[config.mk]
export PLATFORM = sky130hd
export DESIGN_NAME = uart_rx_deser
export DESIGN_NICKNAME = d
export VERILOG_FILES = /design/src/rtl/uart_rx_deser.sv
export SDC_FILE = /design/constraint.sdc
export NUM_CORES = 1
export LEC_CHECK = 0
export BUFFER_PORTS_ARGS = -buffer_cell sky130_fd_sc_hd__buf_2
export CAP_MARGIN = 30
export CORE_UTILIZATION = 50
export DETAILED_ROUTE_END_ITERATION = 8
export PLACE_DENSITY = 0.67
export SLEW_MARGIN = 10
export SYNTH_ARGS = -nofsm -noshare
export SYNTH_HDL_FRONTEND = slang
export SYNTH_SLANG_ARGS = --single-unit
[constraint.sdc]
create_clock -name clk -period 4.8 [get_ports clk]
set_input_delay 0.96 -clock clk [delete_from_list [all_inputs] [get_ports clk]]
set_output_delay 0.96 -clock clk [all_outputs]
set_load 0.05 [all_outputs]
[src/rtl/uart_rx_deser.sv]
// uart_rx_deser: UART receive deserializer (1 start, WIDTH data bits LSB first, 1 stop).
// Define UART_RX_DESER_PARITY_EN to insert an even-parity bit ahead of the stop bit.
module uart_rx_deser #(
    parameter int CLK_FREQ = 12000000,
    parameter int BAUD     = 115200,
    parameter int WIDTH    = 8
) (
    input  logic             clk,
    input  logic             rst,
    input  logic             RX,
    output logic [WIDTH-1:0] data,
    output logic             data_valid,
    output logic             frame_err,
    output logic             parity_err,
    output logic             busy
);
    localparam int CPB  = CLK_FREQ / BAUD;
    localparam int HALF = CPB / 2;
    localparam int CW   = $clog2(CPB);
    localparam int BW   = $clog2(WIDTH + 1);
    localparam logic [CW-1:0] C_TOP = CW'(CPB - 1);
    localparam logic [CW-1:0] C_MID = CW'(HALF - 1);
    localparam logic [BW-1:0] B_TOP = BW'(WIDTH - 1);

    if (CPB < 4) begin : g_cpb_check
        $error("uart_rx_deser: CLK_FREQ/BAUD must be at least 4");
    end

    typedef enum logic [2:0] {IDLE, START, DATA, PARITY, STOP, BREAK} state_t;

    state_t           r_state, w_state_nxt;
    logic [1:0]       r_sync;
    logic             r_rx_d;
    logic [CW-1:0]    r_cnt;
    logic [BW-1:0]    r_bit;
    logic [WIDTH-1:0] r_shift;
    logic             w_rx_s, w_tick, w_mid, w_last, w_stop_smp;
    logic             w_dv_set, w_fe_set, w_pe_set;
`ifdef UART_RX_DESER_PARITY_EN
    logic             r_par_bad;
`endif

    assign w_rx_s     = r_sync[1];
    assign w_tick     = r_cnt == C_TOP;
    assign w_mid      = r_cnt == C_MID;
    assign w_last     = w_tick && r_bit == B_TOP;
    assign w_stop_smp = r_state == STOP && w_tick;
    assign busy       = r_state != IDLE;

    always_ff @(posedge clk or negedge rst)
        if (!rst) r_state <= IDLE;
        else      r_state <= w_state_nxt;

    always_comb begin
        w_state_nxt = r_state;
        case (r_state)
            IDLE:    if (r_rx_d && !w_rx_s) w_state_nxt = START;
            START:   if (w_mid) w_state_nxt = w_rx_s ? IDLE : DATA;
`ifdef UART_RX_DESER_PARITY_EN
            DATA:    if (w_last) w_state_nxt = PARITY;
            PARITY:  if (w_tick) w_state_nxt = STOP;
`else
            DATA:    if (w_last) w_state_nxt = STOP;
`endif
            STOP:    if (w_tick) w_state_nxt = w_rx_s ? IDLE : BREAK;
            BREAK:   if (w_rx_s) w_state_nxt = IDLE;
            default: w_state_nxt = IDLE;
        endcase
    end

    // A bad stop bit overrides a parity mismatch, so at most one strobe fires.
    always_comb begin
        w_fe_set = w_stop_smp && !w_rx_s;
`ifdef UART_RX_DESER_PARITY_EN
        w_pe_set = w_stop_smp && w_rx_s && r_par_bad;
`else
        w_pe_set = 1'b0;
`endif
        w_dv_set = w_stop_smp && w_rx_s && !w_pe_set;
    end

    always_ff @(posedge clk or negedge rst)
        if (!rst) begin
            r_sync     <= 2'b11;
            r_rx_d     <= 1'b1;
            r_cnt      <= '0;
            r_bit      <= '0;
            r_shift    <= '0;
            data       <= '0;
            data_valid <= 1'b0;
            frame_err  <= 1'b0;
            parity_err <= 1'b0;
`ifdef UART_RX_DESER_PARITY_EN
            r_par_bad  <= 1'b0;
`endif
        end else begin
            r_sync     <= {r_sync[0], RX};
            r_rx_d     <= w_rx_s;
            r_cnt      <= (r_state == IDLE || w_state_nxt != r_state || w_tick) ? '0 : r_cnt + 1'b1;
            r_bit      <= r_state != DATA ? '0 : w_tick ? r_bit + 1'b1 : r_bit;
            if (r_state == DATA && w_tick) r_shift <= {w_rx_s, r_shift[WIDTH-1:1]};
            if (w_dv_set) data <= r_shift;
            data_valid <= w_dv_set;
            frame_err  <= w_fe_set;
            parity_err <= w_pe_set;
`ifdef UART_RX_DESER_PARITY_EN
            if (r_state == PARITY && w_tick) r_par_bad <= ^r_shift ^ w_rx_s;
`endif
        end
endmodule

==> impl_metrics.yaml, run 1 <==
floorplan:
  core_area_sq_mm: 0.00305
  boundaryPins: 15
  die_area_sq_mm: 0.00346
  die_w_um: 58.8
  initial_core_util_pct: 52.9
  num_rows: 20
  die_height_um: 58.8
synth:
  yosysWarnings: 0
  dominantRegCellSynth: "dfrtp_1"
  yosysUniqueCellTypes: 38
  synthTopCellsByArea: "dfrtp_1, mux2_2, dfstp_2"
  synth_edf_count: 0
  synth.most_common_cell: "dfrtp_1"
  synth_nets: 139
  ys_seq_area_share_pct: 54.5
  ys_ff_latch: 35
  synth_cells: 134
  netlist_area_sq_mm: 0.00161
  async_flop_share_pct: 100
  yosysTopAreaCell: "dfrtp_1"
  avgSynthCellArea_sq_um: 12.0
  synth_common_cells: "dfrtp_1, mux2_2, nand2_1, nor2_1"
  synth_top_area_share_pct: 49.6
cts:
  postCtsSetupBuffers: 0
  postCtsHoldBufs: 0
  cts_tree: "yes"
  cts.path.max_buffers: 2
  clock_latency_ps: 340
  path_clk_slew_ps: 100
  clock-root-buffer: "clkbuf_4"
  cts-resized-gates: 0
  cts-buffers-inserted: 5
  ctsHtreeMaxLevel: 2
  cts_sinks: 35
pwr:
  peakVddDrop_v: 0.000202
  total_power_mw: 0.608
  p_leak_nw: 0.836
  powerDensity_mw_per_mm2: 349
global_routing:
  grt_pass1_vias: 974
  grt_max_degree: 36
  grt_antenna_before_repair: 0
  grt_pass1_wl_mm: 4.50
  grt_usage_pct: 18.3
  grt-ovfl-total: 0
critical_path:
  worstPathMaxFanout: 9
  crit_path_start_kind: "register"
  setup.worst_path.class: "register to primary output"
  critical_path.top_delay_family: "flip-flops"
  crit_required_ps: 3840
  crit_chain: "nor2_1, nand2_1, buf_2"
  cp.arrival_ps: 1390
  max_stage_delay_ps: 480
  critPathBufInv: 1
  worstSetupEndpointType: "primary output"
  crit_slowest_cell: "dfrtp_1"
final_layout:
  fin_nets: 150
  drive_above_1_share_pct: 29.7
  fillCellCount: 282
  antenna_cells: 0
  multi_input_area_sq_um: 662
  syn2layout_area_growth_pct: 7.83
  seqCellArea_sq_um: 880
routing:
  antenna_left: 0
  dr.first_iter.drc_count: 47
  drc_errors: 0
  routedWlPerCell_um: 13.8
  dr.pass1.iters: 4
  routed_via_density: 5.40
  wirelength_mm: 2.60
  vias: 1020
hold_path:
  hold_class: "register to register"
timing:
  fmax_mhz: 425
  tightestPinTransition_ps: 755
  tns_ps: 0
  hold_viol: 0
  setup_violations: 0
  fin_skew_ps: 10.2
  relSlewSlack_pct: 49.7
  grt_setup_unrepaired: "no"
  finalCriticalPeriod_ps: 2350
  slew_violations: 0
  finalCritPeriodShare_pct: 49.0
run:
  drv_cap: 0
placed_design:
  routabilityCongestion: 0.844
  hpwl_mm: 1.73
  port_buffers: 13
run_status:
  status: "completed"
flip-flops by register name (all words and copies together), names as in the netlist:
name	cells
frame_err	1
r_shift	8
r_state	3
data_valid	1
r_sync	2
r_bit	4
r_rx_d	1
data	8
r_cnt	7
metrics by stage:
| stage | hold WS, ps | setup slack (ps) | utilization (%) | instances | cell area (sq um) |
|---|---|---|---|---|---|
| after floorplan | 345 | 2790 | - | 134 | 1610 |
| after global placement | 346 | 2840 | 54.7 | 182 | 1670 |
| after detailed placement | 347 | 2810 | 54.7 | 182 | 1670 |
| after CTS | 362 | 2460 | 57.0 | 189 | 1740 |
| after global routing | 376 | 2380 | 57.0 | 189 | 1740 |
| final | 361 | 2450 | 57.0 | 189 | 1740 |
cell type report:
class                   instances  area share [%]
clock buffers                   6            2.37
flip-flops and latches         35            50.5
inverters                       2           0.431
repair buffers                 13            3.74
well taps                      44            3.16
clock inverters                 1            1.73
multi-input cells              88            38.0
cell usage in the layout, fill, tap and decap left out, types with 2 or more instances in the layout:
cell	instances
nor4_1	5
mux2_2	16
and3_1	2
a21oi_1	5
xor2_1	4
inv_1	2
nor3_1	4
clkbuf_4	5
buf_2	13
nand2_1	8
xnor2_1	4
ha_1	2
nand2b_1	2
nor4b_1	2
o21ai_0	2
or3_1	2
nor2_1	8
nand3_1	5
dfrtp_1	32
dfstp_2	3
per-layer routing:
layer | track usage [%] | up-vias | share of wire, %
met5 | 0 | - | 0
met4 | 8.84 | 0 | 1.5
met3 | 7.47 | 6 | 6.2
met2 | 27.9 | 27 | 47
met1 | 22.7 | 492 | 45
li1 | - | 495 | -
cells by family (layout without fill, tap and decap cells):
family                   count (synthesis)  count (layout)  share of synthesized area (%)
AO/OA/AOI/OAI                           14              14                           6.28
XOR/XNOR                                 8               8                           4.34
adder cells (fa/ha/maj)                  2               2                           1.55
buffers and inverters                   11              22                           4.50
flip-flops                              35              35                           54.5
multiplexers                            16              16                           11.2
other                                    1               1                          0.232
AND/OR/NAND/NOR                         47              47                           17.4
worst paths after layout:
path / slack (ps) / depth (start not counted) / startpoint / endpoint
max: 2450 / 3 / r_state[1] / busy
min: 360 / 0 / r_sync[0] / r_sync[1]
max reg2reg: 2830 / 5 / r_cnt[0] / data[6]
min reg2reg: 360 / 0 / r_sync[0] / r_sync[1]
max in group asynchronous: 3640 / 1 / rst / r_state[2]
min in group asynchronous: 680 / 1 / rst / data_valid
report_power, final:
part	switching (mW)	leakage, nW	internal (mW)
clock network	0.0914	0.0383	0.107
logic	0.0413	0.328	0.0278
registers	0.0253	0.469	0.314
(Power assumes the default switching activity.)
==> inputs of run 2 (changes only) <==
Clock period 4.8 ns to 2.45 ns, I/O delays scaled along.
==> impl_metrics.yaml, run 2 (synthesis results as in run 1) <==
floorplan:
  core_area_sq_mm: 0.00305
  die_area_sq_mm: 0.00346
  num_rows: 20
  die_height_um: 58.8
  initial_core_util_pct: 52.9
  die_w_um: 58.8
  boundaryPins: 15
timing:
  finalCritPeriodShare_pct: 80.4
  setup_violations: 0
  grt_setup_unrepaired: "no"
  fin_skew_ps: 10.9
  fmax_mhz: 508
  timing.final.ws_setup_ps: 480
  tightestPinTransition_ps: 742
  hold_viol: 0
  finalCriticalPeriod_ps: 1970
  relSlewSlack_pct: 50.5
  tns_ps: 0
  slew_violations: 0
global_routing:
  grt_pass1_vias: 1014
  grt.busiest_layer: "met2"
  grtUsageMet3_pct: 6.59
  grt_usage_pct: 19.3
  grt_max_degree: 36
  grt-ovfl-total: 0
  grt_antenna_before_repair: 0
  grt_use_met2_pct: 31.8
  grt_pass1_wl_mm: 4.79
  grt_use_met1_pct: 23.2
critical_path:
  setup.worst_path.class: "register to register"
  crit_path_start_kind: "register"
  crit_slowest_cell: "dfrtp_1"
  crit_chain: "ha_1, and3b_1, nand2_1, nor2_4, mux2_2"
  critical_path.top_delay_family: "simple AND/OR/NAND/NOR gates"
  worst-r2r-cell-count: 5
  crit_start: "r_cnt[0]"
  worstSetupEndpointType: "register"
  r2r_start: "r_cnt[0]"
  max_stage_delay_ps: 410
  path_depth: 5
  crit_required_ps: 2670
  worstPathMaxFanout: 8
  critPathBufInv: 0
  cp.arrival_ps: 2190
cts:
  clock_latency_ps: 340
  path_clk_slew_ps: 110
  postCtsSetupBuffers: 0
  cts-buffers-inserted: 5
  cts_sinks: 35
  clock-root-buffer: "clkbuf_4"
  cts-resized-gates: 0
  postCtsHoldBufs: 0
  ctsHtreeMaxLevel: 2
  cts_tree: "yes"
  cts.path.max_buffers: 2
run:
  drv_cap: 0
final_layout:
  fin_nets: 150
  fin_util_pct: 57.5
  syn2layout_area_growth_pct: 8.76
  seqCellArea_sq_um: 880
  multi_input_area_sq_um: 662
  final_common_cell: "dfrtp_1"
  drive_above_1_share_pct: 30.8
  antenna_cells: 0
  layout_common_cells: "dfrtp_1, mux2_2, buf_2"
  reg_top3: "data (8), r_shift (8), r_cnt (7)"
  fillCellCount: 278
pwr:
  pwr-share-clk_pct: 34.5
  peakVddDrop_v: 0.000470
  combPwrFrac_pct: 11.6
  powerDensity_mw_per_mm2: 709
  seqPwrFrac_pct: 53.8
  p_int_mw: 0.913
  switchingPower_mw: 0.332
  p_leak_nw: 0.846
  p_sw_share_pct: 26.6
routing:
  dr.first_iter.drc_count: 65
  dr.pass1.iters: 5
  routedWlPerCell_um: 15.0
  drc_errors: 0
  routed_via_density: 5.52
  wirelength_mm: 2.85
  vias: 1048
  antenna_left: 0
hold_path:
  hold_class: "input pin to asynchronous set/reset pin"
placed_design:
  port_buffers: 13
  dp_slack_ps: 501
  routabilityCongestion: 0.837
  hpwl_mm: 1.95
run_status:
  status: "completed"
## run 2: per-layer routing
metal / up-vias / part of all wire [%]
li1: 493 / -
met1: 528 / 44
met2: 22 / 50
met3: 5 / 4.6
met4: 0 / 1.4
met5: - / 0
## run 2: final timing paths
check	to	slack, ps
min in group clk	r_sync[0]	250
max in group asynchronous	data[2]	1770
worst min-delay path	r_shift[6]	210
worst max-delay path	r_shift[5]	480
worst max register to register	r_shift[5]	480
worst min register to register	r_sync[1]	360
## run 2: per-stage QoR
| step | hold WS (ps) | cell area [sq um] | power (mW) | instances |
|---|---|---|---|---|
| after floorplan | 194 | 1610 | 0.785 | 134 |
| after global placement | 347 | 1670 | 0.813 | 182 |
| after detailed placement | 347 | 1670 | 0.825 | 182 |
| after CTS | 222 | 1760 | 1.25 | 190 |
| after global routing | 219 | 1760 | 1.30 | 190 |
| final | 208 | 1760 | 1.24 | 190 |
## run 2: layout make-up
class                   count  area share [%]
inverters                   2           0.428
well taps                  44            3.14
multi-input cells          88            37.7
flip-flops and latches     35            50.1
clock buffers               6            2.92
clock inverters             2            2.00
repair buffers             13            3.71
## run 2: power groups by stage
stage	Sequential, mW	Clock (mW)	Combinational [mW]
2_1_floorplan	0.648	0	0.137
3_3_place_gp	0.673	0	0.140
3_5_place_dp	0.679	0	0.147
4_1_cts	0.668	0.439	0.147
5_1_grt	0.675	0.468	0.160
6_report	0.670	0.430	0.145
==> inputs of run 3 (changes only) <==
Settings changed: PLACE_DENSITY 0.67 to 0.7.
Clock period 2.45 ns to 1.7 ns, I/O delays scaled along.
==> impl_metrics.yaml, run 3 (synthesis results as in run 1) <==
run_status:
  status: "completed"
cts:
  cts_sinks: 35
  path_clk_slew_ps: 100
  clock-root-buffer: "clkbuf_4"
  cts.path.max_buffers: 2
  cts-buffers-inserted: 5
  postCtsHoldBufs: 0
  clock_latency_ps: 330
  cts_tree: "yes"
  ctsHtreeMaxLevel: 2
pwr:
  powerDensity_mw_per_mm2: 921
  p_leak_nw: 0.899
  peakVddDrop_v: 0.000610
  total_power_mw: 1.76
timing:
  finalCritPeriodShare_pct: 96.9
  finalCriticalPeriod_ps: 1650
  setup_violations: 0
  holdWs_ps: 19.6
  slew_violations: 0
  hold_viol: 0
  fin_skew_ps: 3.92
  fmax_mhz: 607
floorplan:
  num_rows: 20
  core_area_sq_mm: 0.00305
  die_height_um: 58.8
  boundaryPins: 15
  die_w_um: 58.8
  initial_core_util_pct: 52.9
  die_area_sq_mm: 0.00346
critical_path:
  crit_required_ps: 1360
  setup.worst_path.class: "register to primary output"
  crit_path_start_kind: "register"
  worstSetupEndpointType: "primary output"
  worstPathMaxFanout: 10
  worst-r2r-cell-count: 5
  cp.arrival_ps: 1310
routing:
  dr.first_iter.drc_count: 29
  routedWlPerCell_um: 14.3
  drc_errors: 0
  wirelength_mm: 2.91
  vias: 1076
  routed_via_density: 5.27
  dr.pass1.iters: 4
  antenna_left: 0
global_routing:
  grt_pass1_wl_mm: 4.63
  grt_pass1_vias: 991
  grt-ovfl-total: 0
  grt_usage_pct: 18.9
  grt_antenna_before_repair: 0
  grt_max_degree: 36
final_layout:
  syn2layout_area_growth_pct: 18.3
  fin_nets: 164
  reg_top3: "data (8), r_shift (8), r_cnt (7)"
  layout_common_cells: "dfrtp_1, mux2_2, buf_4"
  antenna_cells: 0
  drive_above_1_share_pct: 41.3
  final_common_cell: "dfrtp_1"
run:
  drv_cap: 0
hold_path:
  hold_class: "input pin to asynchronous set/reset pin"
placed_design:
  port_buffers: 13
  hpwl_mm: 1.97
  routabilityCongestion: 0.811
==> run 3: what timing repair did <==
action                     4_1_cts  5_1_grt
pin swaps                        0        7
setup endpoints to repair        9       26
gates resized for setup          4       11
buffers inserted                 1        3
==> run 3: metal layers <==
layer / global-route usage, % / part of all wire [%] / vias up / routed length (um)
met5: 0 / 0 / - / 0
met3: 6.81 / 3.8 / 6 / 111
met4: 8.50 / 1.2 / 0 / 34
met1: 24.2 / 44 / 527 / 1270
met2: 28.6 / 51 / 22 / 1490
li1: - / - / 521 / -
==> run 3: final cells by class <==
| class | count | area (sq um) |
|---|---|---|
| well taps | 44 | 55.1 |
| flip-flops and latches | 35 | 880 |
| fillers | 260 | 1140 |
| multi-input cells | 88 | 741 |
| clock inverters | 2 | 12.5 |
| inverters | 2 | 7.51 |
| repair buffers | 27 | 173 |
| clock buffers | 6 | 41.3 |
==> run 3: worst paths after layout <==
kind                              end       start  slack, ps
setup / recovery                 busy  r_state[2]         50
hold / removal              frame_err         rst         20
setup reg to reg           r_state[1]    r_cnt[0]         60
hold reg to reg             r_sync[1]   r_sync[0]        360
max in group asynchronous   r_sync[0]         rst       1340
min in group clk            r_sync[0]          RX        100
==> run 3: report_power, final <==
group	switching, mW	internal, mW
combinational	0.189	0.196
clock	0.268	0.159
sequential	0.0581	0.888
==> run 3: stage by stage <==
step | TNS [ps] | std cells | utilization (%) | worst slack [ps] | area [sq um]
2_1_floorplan | -140 | 134 | - | -17.5 | 1630
3_3_place_gp | 0 | 192 | 57.5 | 22.5 | 1760
3_5_place_dp | -21.7 | 192 | 57.5 | -12.2 | 1760
4_1_cts | 0 | 201 | 60.2 | 12.1 | 1840
5_1_grt | -42.1 | 204 | 62.5 | -17.6 | 1910
6_report | 0 | 204 | 62.5 | 53.0 | 1910
==> run 3: worst max-delay path: stages (launching register included) <==
cell and delay [ps]:
dfrtp_1 390, buf_4 170, inv_1 140, nand2_1 80, buf_4 190
